### src/rtl/br_flow_dispatch_fixed_pkg.sv
// ============================================================================
// br_flow_dispatch_fixed_pkg : shared limits for the fixed-priority dispatcher
// Rev 1.0
// ============================================================================
`default_nettype none

package br_flow_dispatch_fixed_pkg;
    localparam int c_MIN_NUM_FLOWS = 2;
    localparam int c_MIN_WIDTH     = 1;
endpackage

`default_nettype wire

### src/rtl/br_enc_priority_encoder.sv
// ============================================================================
// br_enc_priority_encoder : one-hot of the lowest set request bit (0 if none)
// Rev 1.0
// ============================================================================
`default_nettype none

module br_enc_priority_encoder #(
    parameter int NumRequesters = 2
) (
    input  logic [NumRequesters-1:0] i_req,
    output logic [NumRequesters-1:0] o_grant
);
    // Two's-complement isolation of the least significant set bit.
    assign o_grant = i_req & (~i_req + NumRequesters'(1));
endmodule

`default_nettype wire

### src/rtl/br_flow_dispatch_slot.sv
// ============================================================================
// br_flow_dispatch_slot : 1-entry valid/data staging register
// Rev 1.0
// ============================================================================
`default_nettype none

module br_flow_dispatch_slot #(
    parameter int Width = 1
) (
    input  logic             clk,
    input  logic             rst_n,
    input  logic             i_load,
    input  logic             i_unload,
    input  logic [Width-1:0] i_data,
    output logic             o_valid,
    output logic [Width-1:0] o_data
);
    logic             r_full;
    logic [Width-1:0] r_data;

    // Load and unload never coincide: only empty slots are ever granted.
    always_ff @(posedge clk) begin
        if (!rst_n) begin
            r_full <= 1'b0;
        end else if (i_load) begin
            r_full <= 1'b1;
        end else if (i_unload) begin
            r_full <= 1'b0;
        end
    end

    always_ff @(posedge clk) begin
        if (i_load) begin
            r_data <= i_data;
        end
    end

    assign o_valid = r_full;
    assign o_data  = r_data;
endmodule

`default_nettype wire

### src/rtl/br_flow_dispatch_fixed.sv
// ============================================================================
// br_flow_dispatch_fixed : one producer to NumFlows consumers, lowest free slot
// Rev 1.0
// ============================================================================
`default_nettype none

module br_flow_dispatch_fixed
    import br_flow_dispatch_fixed_pkg::*;
#(
    parameter int NumFlows                       = 2,
    parameter int Width                          = 1,
    parameter bit EnableAssertPushValidStability = 1,
    parameter bit EnableCoverPopBackpressure     = 1
) (
    input  logic                           clk,
    input  logic                           rst_n,
    output logic                           push_ready,
    input  logic                           push_valid,
    input  logic [Width-1:0]               push_data,
    input  logic [NumFlows-1:0]            pop_ready,
    output logic [NumFlows-1:0]            pop_valid,
    output logic [NumFlows-1:0][Width-1:0] pop_data
);
    logic [NumFlows-1:0] w_slot_full;
    logic [NumFlows-1:0] w_free;
    logic [NumFlows-1:0] w_grant;
    logic                w_push;

    // pop_ready is deliberately kept out of w_free so push_ready never
    // depends combinationally on the consumers.
    assign w_free     = ~w_slot_full;
    assign push_ready = (|w_free) && rst_n;
    assign w_push     = push_valid && push_ready;

    br_enc_priority_encoder #(
        .NumRequesters(NumFlows)
    ) u_enc (
        .i_req  (w_free),
        .o_grant(w_grant)
    );

    generate
        for (genvar i = 0; i < NumFlows; i++) begin : g_slot
            br_flow_dispatch_slot #(
                .Width(Width)
            ) u_slot (
                .clk     (clk),
                .rst_n   (rst_n),
                .i_load  (w_push && w_grant[i]),
                .i_unload(w_slot_full[i] && pop_ready[i]),
                .i_data  (push_data),
                .o_valid (w_slot_full[i]),
                .o_data  (pop_data[i])
            );
        end
    endgenerate

    assign pop_valid = w_slot_full;

`ifndef SYNTHESIS
    a_num_flows: assert property (@(posedge clk) NumFlows >= c_MIN_NUM_FLOWS);
    a_width:     assert property (@(posedge clk) Width >= c_MIN_WIDTH);

    a_grant_onehot0: assert property (@(posedge clk) disable iff (!rst_n)
        $onehot0(w_grant));
    a_no_push_when_full: assert property (@(posedge clk) disable iff (!rst_n)
        (&w_slot_full) |-> !w_push);

    generate
        for (genvar j = 1; j < NumFlows; j++) begin : g_prio_chk
            a_strict_prio: assert property (@(posedge clk) disable iff (!rst_n)
                w_grant[j] |-> &w_slot_full[j-1:0]);
        end
        for (genvar k = 0; k < NumFlows; k++) begin : g_pop_chk
            a_pop_stable: assert property (@(posedge clk) disable iff (!rst_n)
                pop_valid[k] && !pop_ready[k] |=> pop_valid[k] && $stable(pop_data[k]));
            if (EnableCoverPopBackpressure) begin : g_cov
                c_pop_bp: cover property (@(posedge clk) disable iff (!rst_n)
                    pop_valid[k] && !pop_ready[k]);
            end
        end
        if (EnableAssertPushValidStability) begin : g_push_stab
            a_push_stable: assert property (@(posedge clk) disable iff (!rst_n)
                push_valid && !push_ready |=> push_valid && $stable(push_data));
        end
    endgenerate
`endif
endmodule

`default_nettype wire

### config.mk
export PLATFORM = sky130hd
export DESIGN_NAME = br_flow_dispatch_fixed
export DESIGN_NICKNAME = d
export VERILOG_FILES = /design/src/rtl/br_flow_dispatch_fixed_pkg.sv /design/src/rtl/br_enc_priority_encoder.sv /design/src/rtl/br_flow_dispatch_slot.sv /design/src/rtl/br_flow_dispatch_fixed.sv
export SDC_FILE = /design/constraint.sdc
export NUM_CORES = 1
export LEC_CHECK = 0
export CORE_AREA = 3 3 40 42
export CTS_CLUSTER_SIZE = 40
export DETAILED_ROUTE_END_ITERATION = 6
export DIE_AREA = 0 0 43 45
export PLACE_DENSITY_LB_ADDON = 0.12
export SETUP_SLACK_MARGIN = 0.4
export SYNTH_ARGS = -nofsm -noshare
export SYNTH_HDL_FRONTEND = slang
export SYNTH_SLANG_ARGS = --single-unit
export TNS_END_PERCENT = 10
### constraint.sdc
create_clock -name clk -period 0.95 [get_ports clk]
set_input_delay 0.1425 -clock clk [delete_from_list [all_inputs] [get_ports clk]]
set_output_delay 0.1425 -clock clk [all_outputs]
set_load 0.02 [all_outputs]
; ---- Word-level counts from Yosys, hierarchy flattened
; Index checks and enable logic that the tools add are counted.
[word_totals]
ff_bits = 4
input_bits = 6
output_inout_bits = 5
word_cells = 21
[op_classes]
add_sub_neg = 1
mux = 4
n_bitwise = 3
reduce_logical = 9
[op_table]
columns = op, count
row1 = $logic_and 1x1->1, 6
row2 = $mux 1, 4
row3 = $not 2->2, 2
row4 = $reduce_bool 2->1, 2
row5 = $add 2x1->2 const B, 1
row6 = $and 2x2->2, 1
row7 = $reduce_or 2->1, 1

; ---- Depth between registers and ports, before layout
[depth]
depth_word = 6
depth_mapped = 2

; ---- Modules after synthesis
; Synthesis repeated with hierarchy kept, for this count alone.
[hier_totals]
cells_unflattened = 18
hier_area_um2 = 214.0
[by_module_without_submodules]
columns = module, instances, cells_each, area_per_inst_um2, seq_area_each_um2
row1 = br_flow_dispatch_slot, 2, 4, 71.3, 50.0
row2 = br_flow_dispatch_fixed, 1, 8, 50.0, 0.0
row3 = br_enc_priority_encoder, 1, 2, 21.3, 0.0

; ---- Least setup slack after synthesis
; No wires, ideal clock.
[synth_path]
kind = register to output
startpoint = register g_slot[0].u_slot.r_full
endpoint = output port push_ready
arrival_ns = 0.694
t_required_ns = 0.808
path_slack_ns = 0.113
stages_incl_launch_ff = 2
n_path_buf = 0
cell_sequence = dfxtp_1 > a21boi_1
[synth_between]
elab_chain_len = 3
[synth_rtl]
columns = item, line
row1 = "start, declared", br_flow_dispatch_slot.sv:18  ; logic r_full;
row2 = "start signal, assigned", br_flow_dispatch_slot.sv:24  ; r_full <= 1'b0;
row3 = "start signal, assigned", br_flow_dispatch_slot.sv:26  ; r_full <= 1'b1;
row4 = "start signal, assigned", br_flow_dispatch_slot.sv:28  ; r_full <= 1'b0;
row5 = $not 2->2, br_flow_dispatch_fixed.sv:31  ; assign w_free = ~w_slot_full;
row6 = $reduce_or 2->1, br_flow_dispatch_fixed.sv:32  ; assign push_ready = (|w_free) && rst_n;
row7 = $logic_and 1x1->1, br_flow_dispatch_fixed.sv:32
row8 = "end, declared", br_flow_dispatch_fixed.sv:17  ; output logic push_ready,
; Every way passes these cells.

; ---- Worst setup path in the final report
[layout_path]
startpoint = register g_slot[1].u_slot.r_full
endpoint = output port push_ready
[layout_between]
elab_chain_len = 3
[layout_rtl]
columns = item, line
row1 = "start, declared", br_flow_dispatch_slot.sv:18
row2 = "start signal, assigned", br_flow_dispatch_slot.sv:24
row3 = "start signal, assigned", br_flow_dispatch_slot.sv:26
row4 = "start signal, assigned", br_flow_dispatch_slot.sv:28
row5 = $not 2->2, br_flow_dispatch_fixed.sv:31
row6 = $reduce_or 2->1, br_flow_dispatch_fixed.sv:32
row7 = $logic_and 1x1->1, br_flow_dispatch_fixed.sv:32
; Every way passes these cells.

==> impl_metrics.json <==
{
  "intPower_uw": 383.5,
  "drv_slew": 0,
  "hold_viol": 0,
  "grt_pass1_vias": 157,
  "antenna_cells": 0,
  "path_clk_slew_ns": 0.04,
  "drt.antenna.violating_nets": 0,
  "min_from": "push_data",
  "die_area_um2": 1935,
  "fin_util_pct": 26.10,
  "fp.dieH_um": 45,
  "use_met3_pct": 7.570,
  "synth_area_um2": 187.7,
  "finalSetupViolations": 1,
  "seqPwrFrac_pct": 39.7,
  "cts_root_buf": "clkbuf_4",
  "end_kind": "output port",
  "yosys_warnings": 0,
  "wl_per_cell_um": 8.756,
  "postCtsHoldBufs": 0,
  "via_per_inst": 3.556,
  "slew_headroom_pct": 92.66,
  "num_vias": 160,
  "grt_usage_pct": 5.435,
  "peakVddDrop_mv": 0.5646,
  "worstPathCellList": "a21boi_2 -> buf_4",
  "h-tree-depth": 1,
  "io_buffers": 10,
  "p_clk_share_pct": 43.6,
  "core_um2": 1285,
  "tns_ns": -0.03157,
  "path_buf_inv": 1,
  "postSynthCellCount": 18,
  "whs_endpoint": "g_slot[1].u_slot.o_data$_DFFE_PP_",
  "antenna_found_initial": 0,
  "fin_nets": 38,
  "cts_tree": "built",
  "worst_pin_slew_ns": 0.1101,
  "crit_slowest_cell": "dfxtp_2",
  "area_growth_pct": 78.67,
  "synth.net_count": 24,
  "power.switching_uw": 119.7,
  "cpPeakStageDelay_ns": 0.33,
  "clock_skew_ns": 0.002142,
  "initial_core_util_pct": 14.61,
  "max_cap_viol_count": 0,
  "hold_depth": 1,
  "max_freq_mhz": 1019,
  "worst_setup_path_start_kind": "register",
  "grt_util_met2_pct": 5.988,
  "fp.dieW_um": 43,
  "layout-drive-gt1-share_pct": 60.00,
  "ys_ff_latch": 4,
  "r2r_slack_ns": 0.03,
  "fin_crit_ns": 0.9816,
  "drc": 0,
  "io-pin-count": 11,
  "violations": "negative setup slack",
  "path_depth": 2,
  "synth_cell_types": 9,
  "rsz0062_at_grt": "true",
  "clkLatencyLatePin_ns": 0.24,
  "cts_sinks": 4,
  "powerDensity_nw_per_um2": 1501,
  "grt_pass1_wl_um": 662,
  "rows": 13,
  "use_met1_pct": 5.610,
  "cp_top_family": "flip-flops",
  "avgSynthCellArea_um2": 10.43,
  "period_share_pct": 103.3,
  "path_max_fanout": 4,
  "outcome": "finished with violations",
  "reg2reg_from": "g_slot[0].u_slot.o_valid$_SDFFE_PN0P_",
  "worstPathRequired_ns": 0.81,
  "setup_ws_ns": -0.03157,
  "dr.first_iter.drc_count": 0,
  "power.static_leakage_nw": 0.1383,
  "grt_max_degree": 6,
  "gp_congestion": 0.6149,
  "reg2regPathDepth": 3,
  "r2r-end": "g_slot[1].u_slot.o_data$_DFFE_PP_",
  "comb_power_share_pct": 16.8,
  "seq_area_frac_synth_pct": 53.33,
  "cp.arrival_ns": 0.84,
  "wirelength_um": 394,
  "clock_path_buffers": 2,
  "cts_buffers": 3,
  "drtPass1Iterations": 1,
  "swShare_pct": 23.79,
  "path_class": "reg -> out",
  "grt.busiest_layer": "met3",
  "dp_hpwl_um": 300.7,
  "n_fill_cell": 142,
  "overflow": 0,
  "hp-class": "in -> reg"
}
## per-layer routing
layer / routed length (um) / share of wire, %
met2: 156 / 40
met3: 67 / 17
met4: 0 / 0
met1: 170 / 43
met5: 0 / 0
## state kept, by name (all words and copies together), names as in the netlist
name,cells
g_slot.u_slot.o_data,2
g_slot.u_slot.o_valid,2
## through the flow
step                      hold slack (ns)  total power [mW]  instance area (um2)  setup WS [ns]  std cells
after floorplan                    0.2414            0.2450                203.9         0.1168         18
after CTS                          0.2151            0.5204                335.3       -0.05034         45
after global placement             0.4924            0.2896                315.3        -0.5521         42
after global routing               0.2136            0.5426                335.3       -0.07300         45
final                              0.2242            0.5032                335.3       -0.03157         45
after detailed placement           0.4939            0.2902                315.3        -0.5720         42
## synthesized netlist by cell type
| cell type | instances | area [um2] |
|---|---|---|
| buf_4 | 4 | 30.03 |
| nand2b_1 | 3 | 18.77 |
| a21boi_1 | 2 | 15.01 |
| dfxtp_1 | 2 | 40.04 |
| edfxtp_1 | 2 | 60.06 |
| nor2_1 | 2 | 7.510 |
| nand2_1 | 1 | 3.750 |
| nand3b_1 | 1 | 7.510 |
| o21ai_1 | 1 | 5.000 |
## cells by family (layout without fill, tap and decap cells)
kind of cell	Yosys count	after routing	synth area share (%)
compound gates	3	3	10.66
simple gates	7	7	20.00
buf+inv	4	16	16.00
flops	4	4	53.34
## worst max path at each step
stage                                          startpoint                                 to  slack [ns]
CTS                 g_slot[1].u_slot.o_valid$_SDFFE_PN0P_                         push_ready       -0.05
detailed placement                                  rst_n                         push_ready       -0.57
finish              g_slot[1].u_slot.o_valid$_SDFFE_PN0P_                         push_ready       -0.03
global route        g_slot[1].u_slot.o_valid$_SDFFE_PN0P_                         push_ready       -0.07
global placement                                    rst_n                         push_ready       -0.55
floorplan           g_slot[1].u_slot.o_valid$_SDFFE_PN0P_  g_slot[1].u_slot.o_data$_DFFE_PP_        0.12
## cell type report
cell class | instances | area (um2) | area share [%]
Clock buffer | 3 | 22.52 | 6.716
Multi-Input combinational cell | 10 | 76.32 | 22.76
Sequential cell | 4 | 102.6 | 30.60
Tap cell | 15 | 18.77 | 5.597
Timing Repair Buffer | 13 | 115.1 | 34.33
## cells in the final DEF, fill, tap and decap left out, drive strengths merged
master / netlist / layout
nor2: 2 / 2
edfxtp: 2 / 2
clkbuf: 0 / 3
nand2b: 3 / 3
nand2: 1 / 1
dfxtp: 2 / 2
clkdlybuf4s50: 0 / 2
dlygate4sd2: 0 / 3
a21boi: 2 / 2
o21ai: 1 / 1
nand3b: 1 / 1
buf: 4 / 8
## power groups by stage
stage	clock network [mW]	logic (mW)	registers [mW]
after global routing	0.251	0.0911	0.200
after floorplan	0	0.0432	0.202
final	0.219	0.0845	0.200
after CTS	0.235	0.0857	0.200
after detailed placement	0	0.0887	0.202
after global placement	0	0.0886	0.201
## timing repair
item | CTS | global route
hold endpoints to repair | 0 | 0
cloned | 0 | 0
buffers inserted | 0 | 0
endpoints found under the setup margin | 11 | 9
resized for setup | 32 | 0
pin swaps | 2 | 0
Power figures use the tool's default switching activity.
